**config.mk**
```make
export PLATFORM = sky130hd
export DESIGN_NAME = vga_timing_gen
export DESIGN_NICKNAME = d
export VERILOG_FILES = /design/src/rtl/vga_timing_gen.sv
export SDC_FILE = /design/constraint.sdc
export NUM_CORES = 1
export LEC_CHECK = 0
export CORE_AREA = 2 2 67 69
export CTS_CLUSTER_DIAMETER = 50
export DETAILED_ROUTE_END_ITERATION = 8
export DIE_AREA = 0 0 69 71
export DONT_BUFFER_PORTS = 1
export GPL_TIMING_DRIVEN = 1
export PLACE_DENSITY = 0.74
export SKIP_LAST_GASP = 1
export SLEW_MARGIN = 20
export SYNTH_ARGS = -nofsm -noshare
export SYNTH_HDL_FRONTEND = slang
export SYNTH_SLANG_ARGS = --single-unit
```
**constraint.sdc**
```tcl
create_clock -name clock_100mhz -period 2.49 [get_ports clock_100mhz]
set_clock_uncertainty 0.2 [all_clocks]
set_input_delay 0.1245 -clock clock_100mhz [delete_from_list [all_inputs] [get_ports clock_100mhz]]
set_output_delay 0.1245 -clock clock_100mhz [all_outputs]
set_load 0.02 [all_outputs]
```
**src/rtl/vga_timing_gen.sv**
```systemverilog
// VGA raster timing generator: pixel-rate clock enable, H/V counters with porch decodes,
// programmable sync polarity, blanked colour outputs and line/frame strobes, all registered.
module vga_timing_gen #(
  parameter int CLK_DIV  = 4,
  parameter int CNT_W    = 10,
  parameter int COLOR_W  = 4,
  parameter int H_SYNC   = 96,
  parameter int H_BACK   = 48,
  parameter int H_ACTIVE = 640,
  parameter int H_FRONT  = 16,
  parameter int V_SYNC   = 2,
  parameter int V_BACK   = 33,
  parameter int V_ACTIVE = 480,
  parameter int V_FRONT  = 10,
  parameter bit HS_POL   = 1'b0,
  parameter bit VS_POL   = 1'b0
) (
  input  logic               clock_100mhz,
  input  logic               reset,
  input  logic               drive_enable,
  input  logic [COLOR_W-1:0] red_color,
  input  logic [COLOR_W-1:0] green_color,
  input  logic [COLOR_W-1:0] blue_color,
  output logic               hsync,
  output logic               vsync,
  output logic [COLOR_W-1:0] drive_Red,
  output logic [COLOR_W-1:0] drive_Green,
  output logic [COLOR_W-1:0] drive_Blue,
  output logic [CNT_W-1:0]   Hcnt,
  output logic [CNT_W-1:0]   Vcnt,
  output logic               display_active,
  output logic               pixel_tick,
  output logic               line_start,
  output logic               frame_start
);

  localparam int H_TOTAL = H_SYNC + H_BACK + H_ACTIVE + H_FRONT;
  localparam int V_TOTAL = V_SYNC + V_BACK + V_ACTIVE + V_FRONT;
  localparam int DIV_W   = (CLK_DIV > 1) ? $clog2(CLK_DIV) : 1;

  localparam logic [DIV_W-1:0] DIV_LAST = DIV_W'(CLK_DIV - 1);
  localparam logic [CNT_W-1:0] H_LAST   = CNT_W'(H_TOTAL - 1);
  localparam logic [CNT_W-1:0] V_LAST   = CNT_W'(V_TOTAL - 1);
  localparam logic [CNT_W-1:0] HS_END   = CNT_W'(H_SYNC);
  localparam logic [CNT_W-1:0] VS_END   = CNT_W'(V_SYNC);
  localparam logic [CNT_W-1:0] HA_BEG   = CNT_W'(H_SYNC + H_BACK);
  localparam logic [CNT_W-1:0] HA_END   = CNT_W'(H_SYNC + H_BACK + H_ACTIVE);
  localparam logic [CNT_W-1:0] VA_BEG   = CNT_W'(V_SYNC + V_BACK);
  localparam logic [CNT_W-1:0] VA_END   = CNT_W'(V_SYNC + V_BACK + V_ACTIVE);

  logic [DIV_W-1:0] div_p0;
  logic [CNT_W-1:0] h_p0;
  logic [CNT_W-1:0] v_p0;

  logic tick, h_last, v_last, hs_on, vs_on, h_act, v_act, vid_on, line_first;

  // Stage p0: combinational decodes of the live counters
  always_comb begin
    tick       = (div_p0 == DIV_LAST);
    h_last     = (h_p0 == H_LAST);
    v_last     = (v_p0 == V_LAST);
    hs_on      = (h_p0 < HS_END);
    vs_on      = (v_p0 < VS_END);
    h_act      = (h_p0 >= HA_BEG) && (h_p0 < HA_END);
    v_act      = (v_p0 >= VA_BEG) && (v_p0 < VA_END);
    vid_on     = drive_enable && h_act && v_act;
    line_first = (h_p0 == '0) && (div_p0 == '0);
  end

  // Stage p0: divider and raster counters; timing free-runs regardless of drive_enable
  always_ff @(posedge clock_100mhz) begin
    if (reset) begin
      div_p0 <= '0;
      h_p0   <= '0;
      v_p0   <= '0;
    end else begin
      div_p0 <= tick ? '0 : div_p0 + 1'b1;
      if (tick) begin
        if (h_last) begin
          h_p0 <= '0;
          v_p0 <= v_last ? '0 : v_p0 + 1'b1;
        end else begin
          h_p0 <= h_p0 + 1'b1;
        end
      end
    end
  end

  // Stage p1: registered outputs, one clock behind the counters
  always_ff @(posedge clock_100mhz) begin
    if (reset) begin
      hsync          <= ~HS_POL;
      vsync          <= ~VS_POL;
      drive_Red      <= '0;
      drive_Green    <= '0;
      drive_Blue     <= '0;
      Hcnt           <= '0;
      Vcnt           <= '0;
      display_active <= 1'b0;
      pixel_tick     <= 1'b0;
      line_start     <= 1'b0;
      frame_start    <= 1'b0;
    end else begin
      hsync          <= hs_on ? HS_POL : ~HS_POL;
      vsync          <= vs_on ? VS_POL : ~VS_POL;
      // blank during both horizontal and vertical retrace
      drive_Red      <= vid_on ? red_color   : '0;
      drive_Green    <= vid_on ? green_color : '0;
      drive_Blue     <= vid_on ? blue_color  : '0;
      Hcnt           <= h_p0;
      Vcnt           <= v_p0;
      display_active <= h_act && v_act;
      pixel_tick     <= tick;
      line_start     <= line_first;
      frame_start    <= line_first && (v_p0 == '0);
    end
  end

endmodule

```
==> results of run 1 <==
[routing by layer]
layer,track usage,routed length (µm)
met1,0.210,1980
met2,0.288,1890
met3,0.0584,272
met4,0.131,110
met5,0,0
[stage by stage]
stage	instance area, µm²	utilization	hold slack [ns]	setup slack, ns
2_1_floorplan	2230	-	0.0345	0.386
3_3_place_gp	2250	0.535	-0.000190	0.464
3_5_place_dp	2250	0.535	-0.000155	0.406
4_1_cts	2590	0.616	0.0112	0.395
5_1_grt	2590	0.616	0.0451	0.228
6_report	2590	0.616	0.0192	0.366
[area by class of cell]
| type | count | area (µm²) |
|---|---|---|
| inverter | 7 | 26.3 |
| sequential | 60 | 1200 |
| clock inverter | 6 | 40.0 |
| tap | 52 | 65.1 |
| timing repair buffer | 19 | 190 |
| clock buffer | 10 | 138 |
| fill | 356 | 1620 |
| multi-input combinational | 155 | 928 |
[critical path, cell delays in order (launching register included)]
cell and delay [ns]:
dfxtp_1 0.41, ha_1 0.25, nand4_1 0.14, or4_1 0.56
or3_1 0.34, a21oi_1 0.15
[cell families (layout without fill, tap and decap cells)]
group,Yosys count,after routing,synth area share
muxes,2,2,0.00899
AOI/OAI and AO/OA,19,19,0.0495
and+or+nand+nor,117,117,0.282
adders and majority gates,6,6,0.0337
DFF,60,60,0.540
xor gates and xnor gates,11,11,0.0433
buffers and inverters,22,42,0.0433
[cells in the final DEF, fill, tap and decap left out, types with 2 or more instances in the layout]
| master | netlist | final |
|---|---|---|
| buf_4 | 0 | 4 |
| o21ai_1 | 3 | 3 |
| dfxtp_1 | 60 | 60 |
| ha_1 | 6 | 6 |
| inv_1 | 7 | 7 |
| nand2_1 | 10 | 10 |
| or4_1 | 2 | 2 |
| clkinvlp_4 | 0 | 4 |
| and4_1 | 2 | 2 |
| or3_1 | 7 | 7 |
| nand3_1 | 17 | 17 |
| nand2b_1 | 3 | 3 |
| nor3_1 | 11 | 11 |
| a21oi_1 | 7 | 7 |
| mux2i_1 | 2 | 2 |
| clkbuf_8 | 0 | 10 |
| nor4_1 | 5 | 5 |
| nor2_1 | 28 | 28 |
| o21ai_0 | 4 | 4 |
| clkinv_2 | 0 | 2 |
| nor2b_1 | 19 | 19 |
| nand4_1 | 7 | 7 |
| dlygate4sd3_1 | 0 | 14 |
| xor2_1 | 4 | 4 |
| nor3b_1 | 2 | 2 |
| xnor2_1 | 7 | 7 |
[power by group through the flow]
| stage | Combinational (mW) | Clock (mW) | Sequential [mW] |
|---|---|---|---|
| 4_1_cts | 0.0643 | 0.777 | 0.990 |
| 2_1_floorplan | 0.0335 | 0 | 1.01 |
| 6_report | 0.0646 | 0.756 | 0.990 |
| 3_5_place_dp | 0.0337 | 0 | 1.01 |
| 3_3_place_gp | 0.0330 | 0 | 1.01 |
| 5_1_grt | 0.0724 | 0.818 | 0.990 |
[registers in the layout, indices dropped and copies added, names as in the netlist, 2 cells and up]
name	count
Hcnt	10
Vcnt	10
h_p0	10
v_p0	10
drive_Blue	4
drive_Green	4
drive_Red	4
div_p0	2
[final timing paths]
| kind | slack, ns | start | end |
|---|---|---|---|
| min reg2reg | 0.28 | div_p0[0]$_SDFF_PP0_ | div_p0[0]$_SDFF_PP0_ |
| max reg2reg | 0.37 | h_p0[1]$_SDFFE_PP0P_ | v_p0[5]$_SDFFE_PP0P_ |
| min | 0.02 | drive_enable | drive_Green[0]$_SDFF_PP0_ |
| max | 0.37 | h_p0[1]$_SDFFE_PP0P_ | v_p0[5]$_SDFFE_PP0P_ |
[repair_timing]
item | in CTS | in global routing
endpoints found under the setup margin | 0 | 0
hold endpoints to repair | 59 | 0
hold buffers | 15 | 0
==> metrics.md, run 1 <==
| Metric | Value |
|---|---|
| Mean Syn Cell Area | `9.39 µm²` |
| Yosys synthesis warning count | `0` |
| Die outline width | `69 µm` |
| Starting Density | `0.529` |
| Dominant register cell in the synthesized netlist | `dfxtp_1` |
| CP max FO | `6` |
| Final critical-path share of the clock period | `0.853` |
| Number of DRC violations after detailed-routing iteration 0 | `35` |
| Critical Path Sink Type | `flop` |
| Die ar. | `0.00490 mm²` |
| Initial antenna violation count | `0` |
| Weighted congestion reported at the end of routability-driven placement | `0.758` |
| Area fraction of the dominant cell type after synthesis | `0.540` |
| Worst min-delay path class | `input port to flop` |
| Area of the mapped netlist | `0.00223 mm²` |
| Global-route wire length before repair | `6.96 mm` |
| Routed len/inst | `13.8 µm` |
| Post-layout min period | `2.12 ns` |
| RSZ-0062 raised after global routing | `false` |
| Core area | `0.00420 mm²` |
| Count of buffers inserted at the top-level ports | `0` |
| Net switching component of the power | `423 µW` |
| Level count of the clock H-tree | `3` |
| Die Height | `71 µm` |
| Final-report setup violation count | `0` |
| Hold violation total from the final report | `0` |
| Category of the worst setup path launch point | `flop` |
| Final layout net count | `273` |
| Ports placed on the boundary | `53` |
| Commonest cells in the synthesized netlist | `dfxtp_1, nor2_1, nor2b_1` |
| Post-synth EDFFs | `0` |
| Non-filler cells, final | `309` |
| Distinct cell type count of the synthesized netlist | `35` |
| Part of the total power dissipated in sequential elements | `0.547` |
| Placement Rows | `24` |
| Number of cell instances on the worst register-to-register path | `5` |
| Diodes inserted | `0` |
| GRT Total Usage | `0.183` |
| Synth top area cells | `dfxtp_1, nor2b_1, nor2_1` |
| Inserted Clock Buffers | `9` |
| Area growth syn-to-layout | `16.3%` |
| Cells on Worst Hold Path | `3` |
| Clock tree from TritonCTS | `done` |
| Vias | `1,668` |
| Vias in the first global route | `1,540` |
| Post-CTS Repair Setup Buffers | `0` |
| GRT overflow | `0` |
| Async S/R FF share, synth | `0` |
| Max-cap violation count | `0` |
| Largest buffer count on any clock path | `2` |
| Largest net degree at the start of global routing | `41` |
| Pins Over Slew Limit | `0` |
| Portion of the post-synthesis area used by sequential elements | `0.540` |
| Relative slew slack | `0.508` |
| Placed wire-length estimate | `2.65 mm` |
| Yosys top cell by area | `dfxtp_1` |
| Post-cts gate resize count | `0` |
| Least-Margin Pin Slew | `0.736 ns` |
| Clock insertion delay at the later pin of the skew report | `0.34 ns` |
| Achievable clock frequency | `471 MHz` |
| Clock Tree Root | `clkbuf_8` |
| Endpoint required time on the critical path | `2.56 ns` |
| Power density over cell area | `699 mW/mm²` |
| Fraction of power consumed by combinational cells | `0.036` |
| Signal arrival time at the worst endpoint | `2.19 ns` |
| Clk sink count | `60` |
| Proportion of total power due to net switching | `0.234` |
| Per-cell via count in the routed design | `5.40` |
| Clock-pin slew on the worst setup and hold paths | `0.07 ns` |
| Clock group share of total power | `0.418` |
| Status | `finished, final reports clean` |
| Proportion of layout cells with a drive suffix above 1 | `0.0973` |
| Number of instances in the placed design | `278` |
| Post-synth net total | `258` |
| Internal power of the cells | `1.39 mW` |
| Antenna viol nets, final | `0` |
| Pre-Repair DR Iteration Count | `4` |
| Leakage power summed over all cells | `0.925 nW` |
| Synthesized instance count | `237` |
| Detailed-route DRC error count | `0` |
| Category of the most critical setup path | `flop to flop` |
| Total chip power | `1.81 mW` |
| Register bit total from synthesis | `60` |
| Total detailed-routing wirelength | `4.25 mm` |
| Largest voltage drop on the vdd net | `0.421 mV` |
| Final sum of negative setup slack | `0 ns` |
| Cell with the most instances after synthesis | `dfxtp_1` |
Note: power is estimated with default switching activity, not from simulation.
==> run 2: changes to the inputs <==
==> constraint.sdc (replaced) <==
create_clock -name clock_100mhz -period 2.49 [get_ports clock_100mhz]
set_clock_uncertainty 0.2 [all_clocks]
set_input_delay 0.6225 -clock clock_100mhz [delete_from_list [all_inputs] [get_ports clock_100mhz]]
set_output_delay 0.6225 -clock clock_100mhz [all_outputs]
set_load 0.02 [all_outputs]
==> run 2 against run 1 <==
  * Fmax rose by 0.10%
  * Clock-buffer cell count did not move
  * Critical path depth did not move
  * Sequential power barely moved
  * Worst setup slack improved by 0.0022 ns
  * Die area did not move
  * Cell count fell by 4.9%
  * Utilization fell by 3.8 points
  * Highest routed layer unchanged
  * Sequential cell count did not move
  * Cell area fell by 6.2%
  * Register-to-register slack barely moved
==> metrics.md, run 2 (synthesis results as in run 1) <==
| Metric | Value |
|---|---|
| Weighted congestion reported at the end of routability-driven placement | `0.758 (unchanged)` |
| Hold-critical path endpoint | `Vcnt[1]$_SDFF_PP0_` |
| Category of the most critical setup path | `flop to flop` |
| GRT overflow | `0 (unchanged)` |
| Inserted Clock Buffers | `9 (unchanged)` |
| Total chip power | `1.77 mW (-2.0%)` |
| Most common cell after layout, fill and taps aside | `dfxtp_1` |
| Die Height | `71 µm (unchanged)` |
| Power density over cell area | `731 mW/mm² (+4.5%)` |
| Final critical-path share of the clock period | `0.852 (-0.000888)` |
| Post-cts gate resize count | `0 (unchanged)` |
| Die ar. | `0.00490 mm² (unchanged)` |
| Setup ws final | `0.368 ns (+0.00221 ns)` |
| Proportion of layout cells with a drive suffix above 1 | `0.0992 (+0.00190)` |
| GRT Total Usage | `0.173 (-0.00994)` |
| Post-place instance area | `0.00225 mm² (unchanged)` |
| Detailed-route DRC error count | `0 (unchanged)` |
| Status | `finished, final reports clean` |
| Post-route standard cell area excluding fillers | `0.00243 mm² (-6.2%)` |
| Final sum of negative setup slack | `0 ns (unchanged)` |
| Post-cts hold buffer count | `0 (-15)` |
| Die outline width | `69 µm (unchanged)` |
| Largest buffer count on any clock path | `2 (unchanged)` |
| Pins Over Slew Limit | `0 (unchanged)` |
| Hold violation total from the final report | `0 (unchanged)` |
| Category of the worst setup path launch point | `flop` |
| Largest voltage drop on the vdd net | `0.420 mV (-0.38%)` |
| Largest stage delay, worst path | `0.56 ns (about the same)` |
| Worst R2R End | `v_p0[5]$_SDFFE_PP0P_` |
| Endpoint required time on the critical path | `2.56 ns (about the same)` |
| Critical Path Sink Type | `flop` |
| Clock tree from TritonCTS | `done` |
| Final-report setup violation count | `0 (unchanged)` |
| Final layout net count | `258 (-5.5%)` |
| Clk sink count | `60 (unchanged)` |
| Relative slew slack | `0.481 (-0.0272)` |
| Core area | `0.00420 mm² (unchanged)` |
| Number of instances in the placed design | `278 (unchanged)` |
| Max-cap violation count | `0 (unchanged)` |
| Post-layout min period | `2.12 ns (-0.00221 ns)` |
| Vias | `1,597 (-4.3%)` |
| Number of cell instances on the worst register-to-register path | `5 (unchanged)` |
| Achievable clock frequency | `471 MHz (+0.10%)` |
| Ports placed on the boundary | `53 (unchanged)` |
| Vias in the first global route | `1,452 (-5.7%)` |
| Per-cell via count in the routed design | `5.43 (+0.63%)` |
| Post-CTS Repair Setup Buffers | `0 (unchanged)` |
| Diodes inserted | `0 (unchanged)` |
| Count of buffers inserted at the top-level ports | `0 (unchanged)` |
| Internal reg-to-reg setup slack | `0.37 ns (about the same)` |
| Initial antenna violation count | `0 (unchanged)` |
| Slowest cell on the critical path | `or4_1` |
| Buf/Inv on CP | `0 (unchanged)` |
| Source of the worst register-to-register timing path | `h_p0[1]$_SDFFE_PP0P_` |
| Source of the worst hold timing path | `reset` |
| RSZ-0062 raised after global routing | `false` |
| Pre-Repair DR Iteration Count | `4 (unchanged)` |
| Dpl ws | `0.406 ns (unchanged)` |
| Global-route wire length before repair | `6.58 mm (-5.6%)` |
| Worst min-delay path class | `input port to flop` |
| Area growth syn-to-layout | `9.11%` |
| Starting Density | `0.529 (unchanged)` |
| Number of DRC violations after detailed-routing iteration 0 | `55 (+57%)` |
| Instance count on the critical path | `5 (unchanged)` |
| Most frequent cells in the layout | `dfxtp_1, nor2_1, nor2b_1` |
| Clock Tree Root | `clkbuf_8` |
| Clock insertion delay at the later pin of the skew report | `0.34 ns (about the same)` |
| Routed len/inst | `13.5 µm (-2.1%)` |
| Signal arrival time at the worst endpoint | `2.19 ns (about the same)` |
| Non-filler cells, final | `294 (-4.9%)` |
| CP max FO | `6 (unchanged)` |
| Placed wire-length estimate | `2.65 mm (unchanged)` |
| Antenna viol nets, final | `0 (unchanged)` |
| Kind of cell adding the most delay to the critical path | `simple AND/OR/NAND/NOR gates` |
| Largest net degree at the start of global routing | `41 (unchanged)` |
| Critical Path, Cell by Cell | `ha_1 -> nand4_1 -> or4_1 -> or3_1 -> a21oi_1` |
| Total detailed-routing wirelength | `3.96 mm (-6.9%)` |
| Clock-pin slew on the worst setup and hold paths | `0.07 ns (about the same)` |
| Leakage power summed over all cells | `0.854 nW (-7.6%)` |
| Least-Margin Pin Slew | `0.777 ns (+0.0408 ns)` |
| Cells on Worst Hold Path | `1 (-2)` |
| Level count of the clock H-tree | `3 (unchanged)` |
| Placement Rows | `24 (unchanged)` |
## run 2: worst max path at each step
stage                    startpoint                   end  slack (ns)
2_1_floorplan  div_p0[0]$_SDFF_PP0_  v_p0[7]$_SDFFE_PP0P_        0.39
5_1_grt        h_p0[1]$_SDFFE_PP0P_  v_p0[9]$_SDFFE_PP0P_        0.23
3_3_place_gp   h_p0[5]$_SDFFE_PP0P_  v_p0[6]$_SDFFE_PP0P_        0.46
6_report       h_p0[1]$_SDFFE_PP0P_  v_p0[5]$_SDFFE_PP0P_        0.37
4_1_cts        h_p0[1]$_SDFFE_PP0P_  v_p0[5]$_SDFFE_PP0P_        0.40
3_5_place_dp   h_p0[1]$_SDFFE_PP0P_  v_p0[5]$_SDFFE_PP0P_        0.41
## run 2: where the power goes
| group | internal (mW) | switching, mW |
|---|---|---|
| logic | 0.0151 | 0.0191 |
| clock network | 0.383 | 0.368 |
| registers | 0.973 | 0.0168 |
| total | 1.37 | 0.403 |
## run 2: worst reg2reg max path, cell delays in order, from the launching register on
cell	delay [ns]
dfxtp_1	0.42
ha_1	0.25
nand4_1	0.14
or4_1	0.56
or3_1	0.34
a21oi_1	0.15
## run 2: stage by stage
step	hold slack, ns	utilization
after floorplan	0.227	-
final	0.153	0.578
after global routing	0.129	0.578
after detailed placement	0.257	0.535
after CTS	0.126	0.578
after global placement	0.240	0.535
## run 2: routing by layer
metal | track usage | vias to the layer above | wire length [µm]
met4 | 0.131 | 0 | 110
met2 | 0.266 | 54 | 1740
met3 | 0.0641 | 9 | 280
met5 | 0 | - | 0
met1 | 0.196 | 725 | 1830
li1 | - | 809 | -
## run 2: final cells by class
cell class                 instances  area [µm²]
clock buffer                      10         138
clock inverter                     6        40.0
fill                             376        1780
inverter                           7        26.3
multi-input combinational        155         928
sequential                        60        1200
tap                               52        65.1
timing repair buffer               4        30.0
==> run 3: changes to the inputs <==
--- a/config.mk
+++ b/config.mk
@@ -5,13 +5,13 @@
 export SDC_FILE = /design/constraint.sdc
 export NUM_CORES = 1
 export LEC_CHECK = 0
-export CORE_AREA = 2 2 67 69
+export CORE_AREA = 2 2 78 80
 export CTS_CLUSTER_DIAMETER = 50
 export DETAILED_ROUTE_END_ITERATION = 8
-export DIE_AREA = 0 0 69 71
+export DIE_AREA = 0 0 80 82
 export DONT_BUFFER_PORTS = 1
 export GPL_TIMING_DRIVEN = 1
-export PLACE_DENSITY = 0.74
+export PLACE_DENSITY = 0.58
 export SKIP_LAST_GASP = 1
 export SLEW_MARGIN = 20
 export SYNTH_ARGS = -nofsm -noshare
==> run 3 against run 2 <==
  * Routed wire length is 5.8% higher
  * Utilization down 14 points
  * Critical path depth stayed put
  * Worst setup slack improved by 0.021 ns
  * Global-route usage decreased by 3.2 points
  * Combinational power down 3%
  * Worst hold slack got worse by 0.0063 ns
  * Sequential cell count did not move
  * Via count down 0.25%
  * Sequential power about the same
  * Cell area up 3.9%
  * Critical path type unchanged
==> metrics.md, run 3 (synthesis results as in run 1) <==
| Metric | Value |
|---|---|
| Antenna viol nets, final | `0 (unchanged)` |
| Area growth syn-to-layout | `13.4%` |
| Signal arrival time at the worst endpoint | `2.17 ns (-0.02 ns)` |
| Diodes inserted | `0 (unchanged)` |
| Largest stage delay, worst path | `0.58 ns (+0.02 ns)` |
| Most frequent cells in the layout | `dfxtp_1, nor2_1, nor2b_1` |
| Level count of the clock H-tree | `3 (unchanged)` |
| Count of buffers inserted at the top-level ports | `0 (unchanged)` |
| Post-cts hold buffer count | `0 (unchanged)` |
| Inserted Clock Buffers | `9 (unchanged)` |
| Proportion of layout cells with a drive suffix above 1 | `0.0988 (-0.000408)` |
| Pre-Repair DR Iteration Count | `4 (unchanged)` |
| GRT overflow | `0 (unchanged)` |
| Routed len/inst | `13.2 µm (-2.2%)` |
| CP max FO | `6 (unchanged)` |
| Fraction of power consumed by combinational cells | `0.016 (-0.003)` |
| Least-Margin Pin Slew | `0.734 ns (-0.0425 ns)` |
| Clock tree from TritonCTS | `done` |
| Largest buffer count on any clock path | `2 (unchanged)` |
| Final critical-path share of the clock period | `0.844 (-0.00823)` |
| Number of instances in the placed design | `302 (+8.6%)` |
| Non-filler cells, final | `318 (+8.2%)` |
| Achievable clock frequency | `476 MHz (+0.98%)` |
| Final layout net count | `259 (+0.39%)` |
| Max-cap violation count | `0 (unchanged)` |
| Post-layout min period | `2.10 ns (-0.0205 ns)` |
| Worst min-delay path class | `input port to flop` |
| Clock Tree Root | `clkbuf_8` |
| Leakage power summed over all cells | `0.895 nW (+4.8%)` |
| Detailed-route DRC error count | `0 (unchanged)` |
| Post-CTS Repair Setup Buffers | `0 (unchanged)` |
| Clock group share of total power | `0.497 (+0.074)` |
| Proportion of total power due to net switching | `0.196 (-0.0313)` |
| Final sum of negative setup slack | `0 ns (unchanged)` |
| Status | `finished, final reports clean` |
| Final Util | `0.439 (-0.138)` |
| Placed wire-length estimate | `2.77 mm (+4.4%)` |
| Part of the total power dissipated in sequential elements | `0.487 (-0.071)` |
| Critical Path, Cell by Cell | `ha_1 -> nand4_1 -> or4_1 -> or3_1 -> a21oi_1` |
| Vias in the first global route | `1,482 (+2.1%)` |
| Internal power of the cells | `1.63 mW (+19%)` |
| Post-cts gate resize count | `0 (unchanged)` |
| Number of DRC violations after detailed-routing iteration 0 | `51 (-7.3%)` |
| RSZ-0062 raised after global routing | `false` |
| Initial antenna violation count | `0 (unchanged)` |
| Category of the most critical setup path | `flop to flop` |
| Hold violation total from the final report | `0 (unchanged)` |
| GRT Total Usage | `0.141 (-0.0316)` |
| Endpoint required time on the critical path | `2.56 ns (about the same)` |
| Die outline width | `80 µm (+16%)` |
| Total detailed-routing wirelength | `4.19 mm (+5.8%)` |
| Category of the worst setup path launch point | `flop` |
| Total chip power | `2.03 mW (+15%)` |
| Die Height | `82 µm (+15%)` |
| Core area | `0.00575 mm² (+37%)` |
| Relative slew slack | `0.509 (+0.0284)` |
| Clock-pin slew on the worst setup and hold paths | `0.07 ns (about the same)` |
| Die ar. | `0.00656 mm² (+34%)` |
| Largest voltage drop on the vdd net | `0.349 mV (-17%)` |
| Pins Over Slew Limit | `0 (unchanged)` |
| Clock insertion delay at the later pin of the skew report | `0.34 ns (about the same)` |
| Global-route wire length before repair | `6.90 mm (+4.9%)` |
| Largest net degree at the start of global routing | `41 (unchanged)` |
| Vias | `1,593 (-0.25%)` |
| Slowest cell on the critical path | `or4_1` |
| Per-cell via count in the routed design | `5.01 (-7.8%)` |
| Ports placed on the boundary | `53 (unchanged)` |
| Weighted congestion reported at the end of routability-driven placement | `0.755 (-0.46%)` |
| Net switching component of the power | `398 µW (-1.2%)` |
| Internal reg-to-reg setup slack | `0.39 ns (+0.02 ns)` |
| Clk sink count | `60 (unchanged)` |
| Power density over cell area | `805 mW/mm² (+10%)` |
| Final-report setup violation count | `0 (unchanged)` |
| Critical Path Sink Type | `flop` |
| Starting Density | `0.387 (-0.142)` |
| Placement Rows | `28 (+17%)` |
| Most common cell after layout, fill and taps aside | `dfxtp_1` |
## run 3: cell count changes in the layout (fill, tap and decap cells not counted)
cell | previous run | this run
buf_4 | 4 | 5
bufinv_16 | 0 | 2
clkbuf_1 | 0 | 1
clkbuf_8 | 10 | 12
clkinv_2 | 2 | 0
clkinvlp_4 | 4 | 1
## run 3: path summary, 6_finish.rpt
| path | start | end | depth (start not counted) |
|---|---|---|---|
| worst min register to register | div_p0[0]$_SDFF_PP0_ | div_p0[0]$_SDFF_PP0_ | 1 |
| worst max register to register | h_p0[1]$_SDFFE_PP0P_ | v_p0[9]$_SDFFE_PP0P_ | 5 |
| worst max-delay path | h_p0[1]$_SDFFE_PP0P_ | v_p0[9]$_SDFFE_PP0P_ | 5 |
| worst min-delay path | reset | Hcnt[9]$_SDFF_PP0_ | 1 |
## run 3: final cells by class
| class | count | area [µm²] |
|---|---|---|
| Clock buffer | 13 | 169 |
| Clock inverter | 3 | 67.6 |
| Fill cell | 592 | 3220 |
| Inverter | 7 | 26.3 |
| Multi-Input combinational cell | 155 | 928 |
| Sequential cell | 60 | 1200 |
| Tap cell | 75 | 93.8 |
| Timing Repair Buffer | 5 | 37.5 |
## run 3: worst max-delay path: cells and delay by family, from the launching register on
kind | cells | cell delay [ns]
AOI/OAI and AO/OA | 1 | 0.14
DFF | 1 | 0.40
and+or+nand+nor | 3 | 1.06
adders and majority gates | 1 | 0.25
## run 3: metrics by stage
step	setup WS, ns	area [µm²]	hold slack (ns)
global route	0.202	2520	0.127
finish	0.389	2520	0.147
global placement	0.461	2290	0.242
CTS	0.390	2520	0.123
detailed placement	0.406	2290	0.245
floorplan	0.386	2230	0.227
## run 3: power groups by stage
stage / Clock, mW / Combinational, mW / Sequential [mW]
detailed placement: 0 / 0.0337 / 1.01
floorplan: 0 / 0.0335 / 1.01
finish: 1.01 / 0.0331 / 0.990
global placement: 0 / 0.0335 / 1.01
global route: 1.08 / 0.0392 / 0.991
CTS: 1.04 / 0.0345 / 0.990
## run 3: per-layer routing
layer  vias up  share of wire  track usage
met5         -              0            0
li1        803              -            -
met3        10          0.075       0.0560
met2        53           0.42        0.196
met1       727           0.48        0.177
met4         0          0.024        0.100
